[src/rtl/hazard_stall_ctrl_pkg.sv]
// Shared definitions for the MIPS-Lite pipeline sequencing controller:
// FSM encodings, default register-specifier width and the pipeline control bundle.
package hazard_stall_ctrl_pkg;

  localparam int HSC_REG_W = 5;

  localparam logic [1:0] ST_RUN      = 2'd0;
  localparam logic [1:0] ST_MEM_WAIT = 2'd1;
  localparam logic [1:0] ST_ERR      = 2'd2;

  typedef struct packed {
    logic pc_write;
    logic ifid_write;
    logic ifid_flush;
    logic idex_write;
    logic idex_bubble;
    logic exmem_write;
    logic exmem_bubble;
    logic memwb_bubble;
  } pipe_ctrl_t;

  localparam pipe_ctrl_t CTRL_NORMAL = 8'b1101_0100;
  localparam pipe_ctrl_t CTRL_QUIET  = 8'b0010_1011;
  localparam pipe_ctrl_t CTRL_ERR    = 8'b0000_1011;
  localparam pipe_ctrl_t CTRL_FREEZE = 8'b0000_0001;
  localparam pipe_ctrl_t CTRL_FLUSH  = 8'b1111_1110;
  localparam pipe_ctrl_t CTRL_STALL  = 8'b0001_1100;

endpackage

[src/rtl/hazard_stall_ctrl_sat_counter.sv]
// Saturating event counter: holds at all-ones instead of wrapping.
module sat_counter #(
  parameter int CNT_W = 16
) (
  input  logic             clk_i,
  input  logic             rst_ni,
  input  logic             inc_i,
  output logic [CNT_W-1:0] cnt_o
);

  logic [CNT_W-1:0] cnt_q;
  logic [CNT_W-1:0] cnt_d;

  always_comb begin
    cnt_d = cnt_q;
    if (inc_i && (cnt_q != {CNT_W{1'b1}})) begin
      cnt_d = cnt_q + {{(CNT_W-1){1'b0}}, 1'b1};
    end else begin
      cnt_d = cnt_q;
    end
  end

  always_ff @(posedge clk_i) begin
    if (!rst_ni) begin
      cnt_q <= {CNT_W{1'b0}};
    end else begin
      cnt_q <= cnt_d;
    end
  end

  assign cnt_o = cnt_q;

endmodule

[src/rtl/hazard_stall_ctrl.sv]
// Pipeline sequencing controller: load-use stalls, taken-branch flushes, dmem wait freezes,
// a wait-state watchdog and saturating performance counters.
module hazard_stall_ctrl
  import hazard_stall_ctrl_pkg::*;
#(
  parameter int REG_W        = HSC_REG_W,
  parameter int CNT_W        = 16,
  parameter int WAIT_TIMEOUT = 64
) (
  input  logic             clk,
  input  logic             rst,
  input  logic [REG_W-1:0] ifid_rs,
  input  logic [REG_W-1:0] ifid_rt,
  input  logic             ifid_uses_rt,
  input  logic             idex_MemRead,
  input  logic [REG_W-1:0] idex_rt,
  input  logic             exmem_br_taken,
  input  logic             exmem_MemAcc,
  input  logic             dmem_ready,
  output logic             pc_write,
  output logic             ifid_write,
  output logic             ifid_flush,
  output logic             idex_write,
  output logic             idex_bubble,
  output logic             exmem_write,
  output logic             exmem_bubble,
  output logic             memwb_bubble,
  output logic             err,
  output logic [CNT_W-1:0] stall_cnt,
  output logic [CNT_W-1:0] flush_cnt,
  output logic [CNT_W-1:0] wait_cnt_tot
);

  localparam int WC_W = $clog2(WAIT_TIMEOUT + 1);
  localparam logic [WC_W-1:0] WC_LAST = WC_W'(WAIT_TIMEOUT - 1);
  localparam logic [WC_W-1:0] WC_ONE  = WC_W'(1);

  logic [1:0]      state_q, state_d;
  logic [WC_W-1:0] wait_ctr_q, wait_ctr_d;
  logic            err_q, err_d;

  logic       freeze, flush, load_use, live;
  pipe_ctrl_t ctrl;

  always_comb begin
    live     = (state_q == ST_RUN) || (state_q == ST_MEM_WAIT);
    freeze   = live && exmem_MemAcc && !dmem_ready;
    flush    = live && exmem_br_taken && !freeze;
    // Register $0 is hard-wired, so a load targeting it can never create a hazard.
    load_use = live && idex_MemRead && (idex_rt != {REG_W{1'b0}}) &&
               ((idex_rt == ifid_rs) || (ifid_uses_rt && (idex_rt == ifid_rt))) &&
               !freeze && !flush;
  end

  always_comb begin
    ctrl = CTRL_NORMAL;
    if (!rst) begin
      ctrl = CTRL_QUIET;
    end else if (!live) begin
      ctrl = CTRL_ERR;
    end else if (freeze) begin
      ctrl = CTRL_FREEZE;
    end else if (flush) begin
      ctrl = CTRL_FLUSH;
    end else if (load_use) begin
      ctrl = CTRL_STALL;
    end else begin
      ctrl = CTRL_NORMAL;
    end
  end

  assign pc_write     = ctrl.pc_write;
  assign ifid_write   = ctrl.ifid_write;
  assign ifid_flush   = ctrl.ifid_flush;
  assign idex_write   = ctrl.idex_write;
  assign idex_bubble  = ctrl.idex_bubble;
  assign exmem_write  = ctrl.exmem_write;
  assign exmem_bubble = ctrl.exmem_bubble;
  assign memwb_bubble = ctrl.memwb_bubble;
  assign err          = err_q;

  always_comb begin
    state_d    = state_q;
    wait_ctr_d = wait_ctr_q;
    err_d      = err_q;
    case (state_q)
      ST_RUN: begin
        if (freeze) begin
          state_d    = ST_MEM_WAIT;
          wait_ctr_d = WC_ONE;
        end else begin
          state_d    = ST_RUN;
        end
      end
      ST_MEM_WAIT: begin
        if (freeze && (wait_ctr_q == WC_LAST)) begin
          state_d = ST_ERR;
          err_d   = 1'b1;
        end else if (freeze) begin
          wait_ctr_d = wait_ctr_q + WC_ONE;
        end else begin
          state_d    = ST_RUN;
          wait_ctr_d = {WC_W{1'b0}};
        end
      end
      ST_ERR: begin
        err_d = 1'b1;
      end
      // An unreachable encoding is treated like a watchdog trip.
      default: begin
        state_d = ST_ERR;
        err_d   = 1'b1;
      end
    endcase
  end

  always_ff @(posedge clk) begin
    if (!rst) begin
      state_q    <= ST_RUN;
      wait_ctr_q <= {WC_W{1'b0}};
      err_q      <= 1'b0;
    end else begin
      state_q    <= state_d;
      wait_ctr_q <= wait_ctr_d;
      err_q      <= err_d;
    end
  end

  sat_counter #(.CNT_W(CNT_W)) u_stall_cnt (
    .clk_i (clk), .rst_ni(rst), .inc_i(load_use), .cnt_o(stall_cnt)
  );

  sat_counter #(.CNT_W(CNT_W)) u_flush_cnt (
    .clk_i (clk), .rst_ni(rst), .inc_i(flush), .cnt_o(flush_cnt)
  );

  sat_counter #(.CNT_W(CNT_W)) u_wait_cnt (
    .clk_i (clk), .rst_ni(rst), .inc_i(freeze), .cnt_o(wait_cnt_tot)
  );

endmodule
[config.mk]
export PLATFORM = sky130hd
export DESIGN_NAME = hazard_stall_ctrl
export DESIGN_NICKNAME = d
export VERILOG_FILES = /design/src/rtl/hazard_stall_ctrl_pkg.sv /design/src/rtl/hazard_stall_ctrl_sat_counter.sv /design/src/rtl/hazard_stall_ctrl.sv
export SDC_FILE = /design/constraint.sdc
export NUM_CORES = 1
export LEC_CHECK = 0
export BUFFER_PORTS_ARGS = -buffer_cell sky130_fd_sc_hd__buf_2
export CAP_MARGIN = 20
export CORE_ASPECT_RATIO = 0.6
export CORE_UTILIZATION = 50
export DETAILED_ROUTE_END_ITERATION = 6
export PLACE_DENSITY = 0.79
export SLEW_MARGIN = 10
export SYNTH_ARGS = -nofsm -noshare
export SYNTH_HDL_FRONTEND = slang
export SYNTH_SLANG_ARGS = --single-unit
[constraint.sdc]
create_clock -name clk -period 3.2 [get_ports clk]
set_input_delay 0.48 -clock clk [delete_from_list [all_inputs] [get_ports clk]]
set_output_delay 0.48 -clock clk [all_outputs]
set_load 0.03 [all_outputs]
==> results.json, run 1 <==
{
  "cap_viol_max_count": 0,
  "cts_buffers": 9,
  "critPathRequiredTime_ps": 2720,
  "vias": 3161,
  "clk_latency_ps": 330,
  "cts_root_buf": "clkbuf_8",
  "start_util_pct": 54.19,
  "end_kind": "output port",
  "wl_per_cell_um": 14.47,
  "synthArstFlopShare_pct": 0,
  "finalPower_w": 0.001489,
  "status": "complete, no violations",
  "worst_pin_slew_ps": 840.1,
  "fin_nets": 479,
  "clock_path_buffers": 2,
  "synth_cells": 377,
  "rrSetupSlack_ps": 1060,
  "synth_edf_count": 0,
  "layout-drive-gt1-share_pct": 22.71,
  "std_cell_rows": 21,
  "stdcell_area_mm2": 0.003760,
  "drc_errors": 0,
  "min_period_ps": 2467,
  "clkPwrFrac_pct": 41.7,
  "grt_pass1_wl_mm": 12.70,
  "portBuffers": 78,
  "antenna_found_initial": 0,
  "htreeDepth": 3,
  "cts_setup_buffers": 0,
  "num_antenna_cells": 0,
  "drt_pass1_iterations": 4,
  "die_w_um": 104.4,
  "synth-seq-area-share_pct": 36.90,
  "clock_skew_ps": 7.798,
  "grt_usage_pct": 24.03,
  "dpl.hpwl_mm": 5.532,
  "min_path_cells": 2,
  "min_to": "wait_ctr_q[6]$_SDFFE_PN0P_",
  "grt_max_degree": 44,
  "r2r_cells": 6,
  "clk_pin_slew_ps": 60,
  "cts_hold_buffers": 0,
  "overflow": 0,
  "dpl_cell_area_mm2": 0.003577,
  "ir_drop_uv": 197.3,
  "synth_flop_cell": "dfxtp_1",
  "power.leakage_nw": 1.428,
  "die_h_um": 63.45,
  "tns_ps": 0,
  "worst-path-max-fanout": 28,
  "fin_crit_sh_pct": 77.10,
  "critPathTopFamily": "compound AO/OA/AOI/OAI gates",
  "ys_seq_elements": 58,
  "final_cell_mix": "buf_2 (78), dfxtp_1 (58), nand2_1 (43)",
  "cpMaxStageDelayCell": "o22a_1",
  "path_cells": "buf_2 -> xnor2_1 -> nand3_1 -> o22a_1 -> nor2_1 -> nor2_1 -> buf_2",
  "drt_iter0_markers": 270,
  "syn-mean-instance-area_um2": 8.347,
  "slew_headroom_pct": 43.99,
  "synth_cell_types": 52,
  "ios": 79,
  "core_mm2": 0.005807,
  "syn_nets": 403,
  "switching_share_pct": 25.04,
  "slowest_delay_ps": 700,
  "r2r-end": "wait_ctr_q[4]$_SDFFE_PN0P_",
  "grt_pass1_vias": 2641,
  "drt_wl_total_mm": 7.784,
  "min_from": "wait_ctr_q[6]$_SDFFE_PN0P_",
  "fin_hold_ws_ps": 434.1,
  "areaGrowthSynthToFinish_pct": 19.48,
  "syn_area_mm2": 0.003147,
  "clock_sinks": 58,
  "cts_tree": "built",
  "final_antenna_net_count": 0,
  "place.gp.congestion": 0.8503,
  "ys_warn_count": 0,
  "clock.fmax_mhz": 405.3,
  "worstSetupStartpointType": "primary input",
  "setup_viol": 0,
  "via_per_inst": 5.875,
  "final_common_cell": "buf_2",
  "grt_setup_unrepaired": "false",
  "p_sw_w": 0.0003728,
  "p_seq_share_pct": 49.4,
  "drv_slew": 0,
  "hp-class": "reg2reg",
  "timing.rr.start": "wait_ctr_q[0]$_SDFFE_PN0P_",
  "critical_path_arrival_ps": 1990,
  "dieArea_mm2": 0.006625,
  "internal_power_w": 0.001116,
  "p_comb_share_pct": 8.9,
  "critPathKind": "in2out",
  "hold_violations": 0,
  "path_buf_inv": 2,
  "power_density_mw_per_mm2": 396.0,
  "ctsResizeCount": 0
}
## cell usage after synthesis (all sizes together) (4+ instances only)
cell type   n  area share [%]
o21ai       9             1.4
nor3       11             1.9
dfxtp      58              37
a211oi      5             1.2
mux2i       8             2.5
nand4      12             2.6
nor4        7             2.0
nand3      21             3.5
or4         9             2.1
xnor2      29             8.1
nor2       39             4.7
clkbuf      9             1.1
and3        8             1.6
buf         6             1.3
a21oi      22             3.5
ha          4             1.6
and4        6             1.7
o31ai       9             2.1
nor4b       5             1.9
nand2      44             5.3
a21boi      4            0.95
nand2b      9             1.8
## metrics by stage
step / std cells / setup slack [ps] / util, %
floorplan: 377 / 669.5 / -
global placement: 522 / 818.0 / 61.60
detailed placement: 522 / 767.1 / 61.60
CTS: 538 / 760.5 / 64.75
global route: 538 / 600.8 / 64.75
finish: 538 / 732.9 / 64.75
## registers in the layout, indices dropped and copies added (netlist names)
| signal | flops |
|---|---|
| u_stall_cnt.cnt_o | 16 |
| wait_ctr_q | 7 |
| u_wait_cnt.cnt_o | 16 |
| err | 1 |
| u_flush_cnt.cnt_o | 16 |
| state_q | 2 |
## power by group through the flow
stage / logic (W) / clock network [W] / registers, W
global route: 0.000145 / 0.000666 / 0.000736
detailed placement: 0.000131 / 0 / 0.000751
finish: 0.000133 / 0.000621 / 0.000735
CTS: 0.000132 / 0.000632 / 0.000735
global placement: 0.000128 / 0 / 0.000751
floorplan: 0.0000824 / 0 / 0.000757
## worst reg2reg max path: cells and delay by family, from the launching register on
kind	cells	cell delay [ps]
simple gates	2	810
compound gates	3	690
flops	1	380
fa+ha+maj	1	220
## worst max path at each step
stage                            end  slack, ps  depth (start not counted)       start
after floorplan             pc_write        670                          8  ifid_rt[0]
after global placement    ifid_write        820                          7  dmem_ready
after detailed placement    pc_write        770                          7  idex_rt[0]
after CTS                   pc_write        760                          7  idex_rt[0]
after global routing      ifid_write        600                          7  idex_rt[0]
final                       pc_write        730                          7  idex_rt[0]
## cell type report
class,instances,area (um^2)
Clock buffer,14,172.7
Clock inverter,2,10.01
Fill cell,510,2047
Inverter,4,15.01
Multi-Input combinational cell,300,1896
Sequential cell,58,1161
Tap cell,80,100.1
Timing Repair Buffer,80,405.4
## metal layers
metal  GRT usage [%]  part of all wire [%]  up-vias
met3           6.211                   5.7        6
met1           34.74                    51     1509
met5               0                     0        -
met2           35.10                    42      108
li1                -                     -     1538
met4           6.429                  0.64        0
## kinds of logic (layout without fill, tap and decap cells)
kind of cell | Yosys count | after routing | share of synthesized area (%)
flops | 58 | 58 | 36.90
compound gates | 68 | 68 | 14.08
xor+xnor | 32 | 32 | 8.907
buf+inv | 19 | 100 | 2.862
fa+ha+maj | 4 | 4 | 1.591
mux | 8 | 8 | 2.545
simple gates | 188 | 188 | 33.12
(Power assumes the default switching activity.)
==> inputs of run 2 (changes only) <==
--- a/config.mk
+++ b/config.mk
@@ -5,12 +5,13 @@
 export SDC_FILE = /design/constraint.sdc
 export NUM_CORES = 1
 export LEC_CHECK = 0
+export ABC_AREA = 1
 export BUFFER_PORTS_ARGS = -buffer_cell sky130_fd_sc_hd__buf_2
 export CAP_MARGIN = 20
 export CORE_ASPECT_RATIO = 0.6
 export CORE_UTILIZATION = 50
 export DETAILED_ROUTE_END_ITERATION = 6
-export PLACE_DENSITY = 0.79
+export PLACE_DENSITY = 0.78
 export SLEW_MARGIN = 10
 export SYNTH_ARGS = -nofsm -noshare
 export SYNTH_HDL_FRONTEND = slang
==> constraint.sdc (replaced) <==
create_clock -name clk -period 2.5 [get_ports clk]
set_input_delay 0.375 -clock clk [delete_from_list [all_inputs] [get_ports clk]]
set_output_delay 0.375 -clock clk [all_outputs]
set_load 0.03 [all_outputs]
==> run 2 against run 1 <==
Compared with the run above:
- synthesized cell count is 43% higher
- combinational power is 56% higher
- global-route usage is 1.5 points higher
- clock skew is 2.5 ps higher
- critical path depth is 1 higher
- area after synthesis is 7.0% higher
- count of clock-buffer cells in the layout is 1 lower
- register-to-register slack worse by 450 ps
- largest cell class unchanged
==> results.json, run 2 <==
{
  "dpl.hpwl_mm": 6.184,
  "r2r-end": "u_flush_cnt.cnt_o[10]$_SDFFE_PN0P_",
  "tns_ps": 0,
  "place.gp.congestion": 0.8987,
  "min_from": "rst",
  "met2WireLength_mm": 3.526,
  "drt_iter0_markers": 224,
  "overflow": 0,
  "wl_per_cell_um": 11.82,
  "slew_headroom_pct": 66.26,
  "htreeDepth": 3,
  "ios": 79,
  "layout-drive-gt1-share_pct": 18.84,
  "std_cell_rows": 22,
  "grt_pass1_vias": 3072,
  "synth_cell_types": 37,
  "cts_tree": "built",
  "cap_viol_max_count": 0,
  "fin_nets": 643,
  "start_util_pct": 53.41,
  "clk_latency_ps": 350,
  "critPathKind": "reg2out",
  "path_buf_inv": 3,
  "areaGrowthSynthToFinish_pct": 18.47,
  "ir_drop_uv": 308.6,
  "num_antenna_cells": 0,
  "yosysMostFrequentCell": "nand2_1",
  "worst_pin_slew_ps": 506.0,
  "place_ws_ps": 510.0,
  "min_to": "u_flush_cnt.cnt_o[11]$_SDFFE_PN0P_",
  "fin_crit_sh_pct": 86.41,
  "cts_buffers": 9,
  "vias": 3511,
  "min_path_cells": 3,
  "status": "complete, no violations",
  "syn_nets": 565,
  "synth_area_leaders": "dfxtp_1 (34%), nand2_1 (16%), nor2_1 (12%), inv_1 (8.2%), nand3_1 (4.2%)",
  "grt_usage_pct": 25.55,
  "grt_pass1_wl_mm": 13.93,
  "synthTopCellsByCount": "nand2_1 (145), nor2_1 (105), inv_1 (74), dfxtp_1 (58), nand3_1 (28)",
  "internal_power_w": 0.001537,
  "portBuffers": 78,
  "routed-wl-met3_um": 576,
  "final_cell_mix": "nand2_1 (145), nor2_1 (105), buf_2 (78)",
  "critical_path_arrival_ps": 1790,
  "path_cells": "nor2_4 -> inv_1 -> nor2_1 -> inv_1 -> nand2_1 -> or2_2 -> a21o_1 -> buf_2",
  "yosys.area.top_type": "dfxtp_1",
  "cts_hold_buffers": 0,
  "clk_pin_slew_ps": 60,
  "synth_cells": 539,
  "cts_root_buf": "clkbuf_8",
  "drt_wl_total_mm": 8.331,
  "dieArea_mm2": 0.007077,
  "grt_setup_unrepaired": "false",
  "die_h_um": 65.57,
  "antenna_found_initial": 0,
  "core_mm2": 0.006304,
  "p_comb_share_pct": 10.0,
  "switching_share_pct": 25.34,
  "die_w_um": 107.9,
  "p_seq_share_pct": 46.3,
  "setup_viol": 0,
  "clock_path_buffers": 2,
  "final_antenna_net_count": 0,
  "cts_setup_buffers": 0,
  "drt_pass1_iterations": 5,
  "clock.fmax_mhz": 462.9,
  "power_density_mw_per_mm2": 516.0,
  "hold_violations": 0,
  "cpMaxStageDelayCell": "dfxtp_1",
  "worstSetupStartpointType": "register",
  "final_common_cell": "nand2_1",
  "synth_top_area_share_pct": 34.49,
  "ys_warn_count": 0,
  "ctsResizeCount": 0,
  "critPathTopFamily": "flip-flops",
  "fin_ws_ps": 339.6,
  "crit_top_cell": "inv_1",
  "clock_sinks": 58,
  "clock_skew_ps": 10.27,
  "drv_slew": 0,
  "drc_errors": 0,
  "hp-class": "in2reg",
  "top_layer": "met4",
  "synth_flop_cell": "dfxtp_1",
  "power.leakage_nw": 1.901,
  "syn_area_mm2": 0.003367,
  "rrSetupSlack_ps": 610,
  "via_per_inst": 4.980,
  "slowest_delay_ps": 480,
  "p_sw_w": 0.0005217,
  "synthArstFlopShare_pct": 0,
  "syn-mean-instance-area_um2": 6.247,
  "grt_max_degree": 41,
  "min_period_ps": 2160,
  "end_kind": "output port",
  "synth-seq-area-share_pct": 34.49,
  "worst-path-max-fanout": 5,
  "synth_edf_count": 0,
  "final_util_pct": 63.28,
  "timing.rr.start": "u_flush_cnt.cnt_o[0]$_SDFFE_PN0P_",
  "ys_seq_elements": 58,
  "r2r_cells": 12,
  "wl_met1_mm": 4.155,
  "critPathRequiredTime_ps": 2120,
  "clkPwrFrac_pct": 43.7
}
## run 2: cell types whose count changed after synthesis, moves of 7 or more
cell,delta
inv_1,+71
xnor2_1,-25
o21ai_0,+16
mux2i_1,-8
and3_1,-7
nand2b_1,-9
or4_1,-9
o31ai_1,-9
nand2_1,+102
nand3_1,+8
nor2_1,+66
## run 2: routing by layer
| layer | up-vias | global-route usage (%) |
|---|---|---|
| li1 | 1833 | - |
| met1 | 1572 | 32.80 |
| met2 | 99 | 40.13 |
| met3 | 7 | 8.929 |
| met4 | 0 | 8.048 |
| met5 | - | 0 |
## run 2: through the flow
stage               instance area (um^2)  power, W  std cells  hold WS [ps]
finish                              3989  0.002058        705         318.0
global route                        3989  0.002157        705         307.9
CTS                                 3989  0.002087        705         290.4
detailed placement                  3785  0.001178        690         484.2
global placement                    3785  0.001173        690         457.7
floorplan                           3367  0.001121        539         445.4
## run 2: power by group through the flow
stage | Combinational [W] | Sequential [W] | Clock (W)
floorplan | 0.000136 | 0.000985 | 0
global placement | 0.000201 | 0.000972 | 0
detailed placement | 0.000205 | 0.000973 | 0
CTS | 0.000207 | 0.000952 | 0.000928
global route | 0.000229 | 0.000955 | 0.000974
finish | 0.000207 | 0.000953 | 0.000899
## run 2: how the worst max path moves through the flow
stage | start | to | slack, ps | cells past startpoint
floorplan | rst | pc_write | 310 | 6
finish | state_q[1]$_SDFFE_PN0P_ | idex_bubble | 340 | 8
detailed placement | exmem_MemAcc | idex_bubble | 510 | 11
CTS | state_q[1]$_SDFFE_PN0P_ | idex_bubble | 310 | 8
global route | state_q[1]$_SDFFE_PN0P_ | idex_bubble | 200 | 8
global placement | dmem_ready | idex_bubble | 520 | 10
## run 2: worst min-delay path, cell delays in order
cell and delay, ps:
buf_2 140, nand2_1 70, nor2_1 30
## run 2: area by class of cell
class	count	area (um^2)
clock buffer	13	168.9
clock inverter	2	35.03
fill	623	2315
inverter	75	281.5
multi-input combinational	393	1832
sequential	58	1161
tap	84	105.1
timing repair buffer	80	405.4
## run 2: cell families after synthesis
family / synth area share (%)
DFF: 34.49
AOI/OAI and AO/OA: 9.142
buffers and inverters: 11.11
xor gates and xnor gates: 2.601
and+or+nand+nor: 41.18
adders and majority gates: 1.486
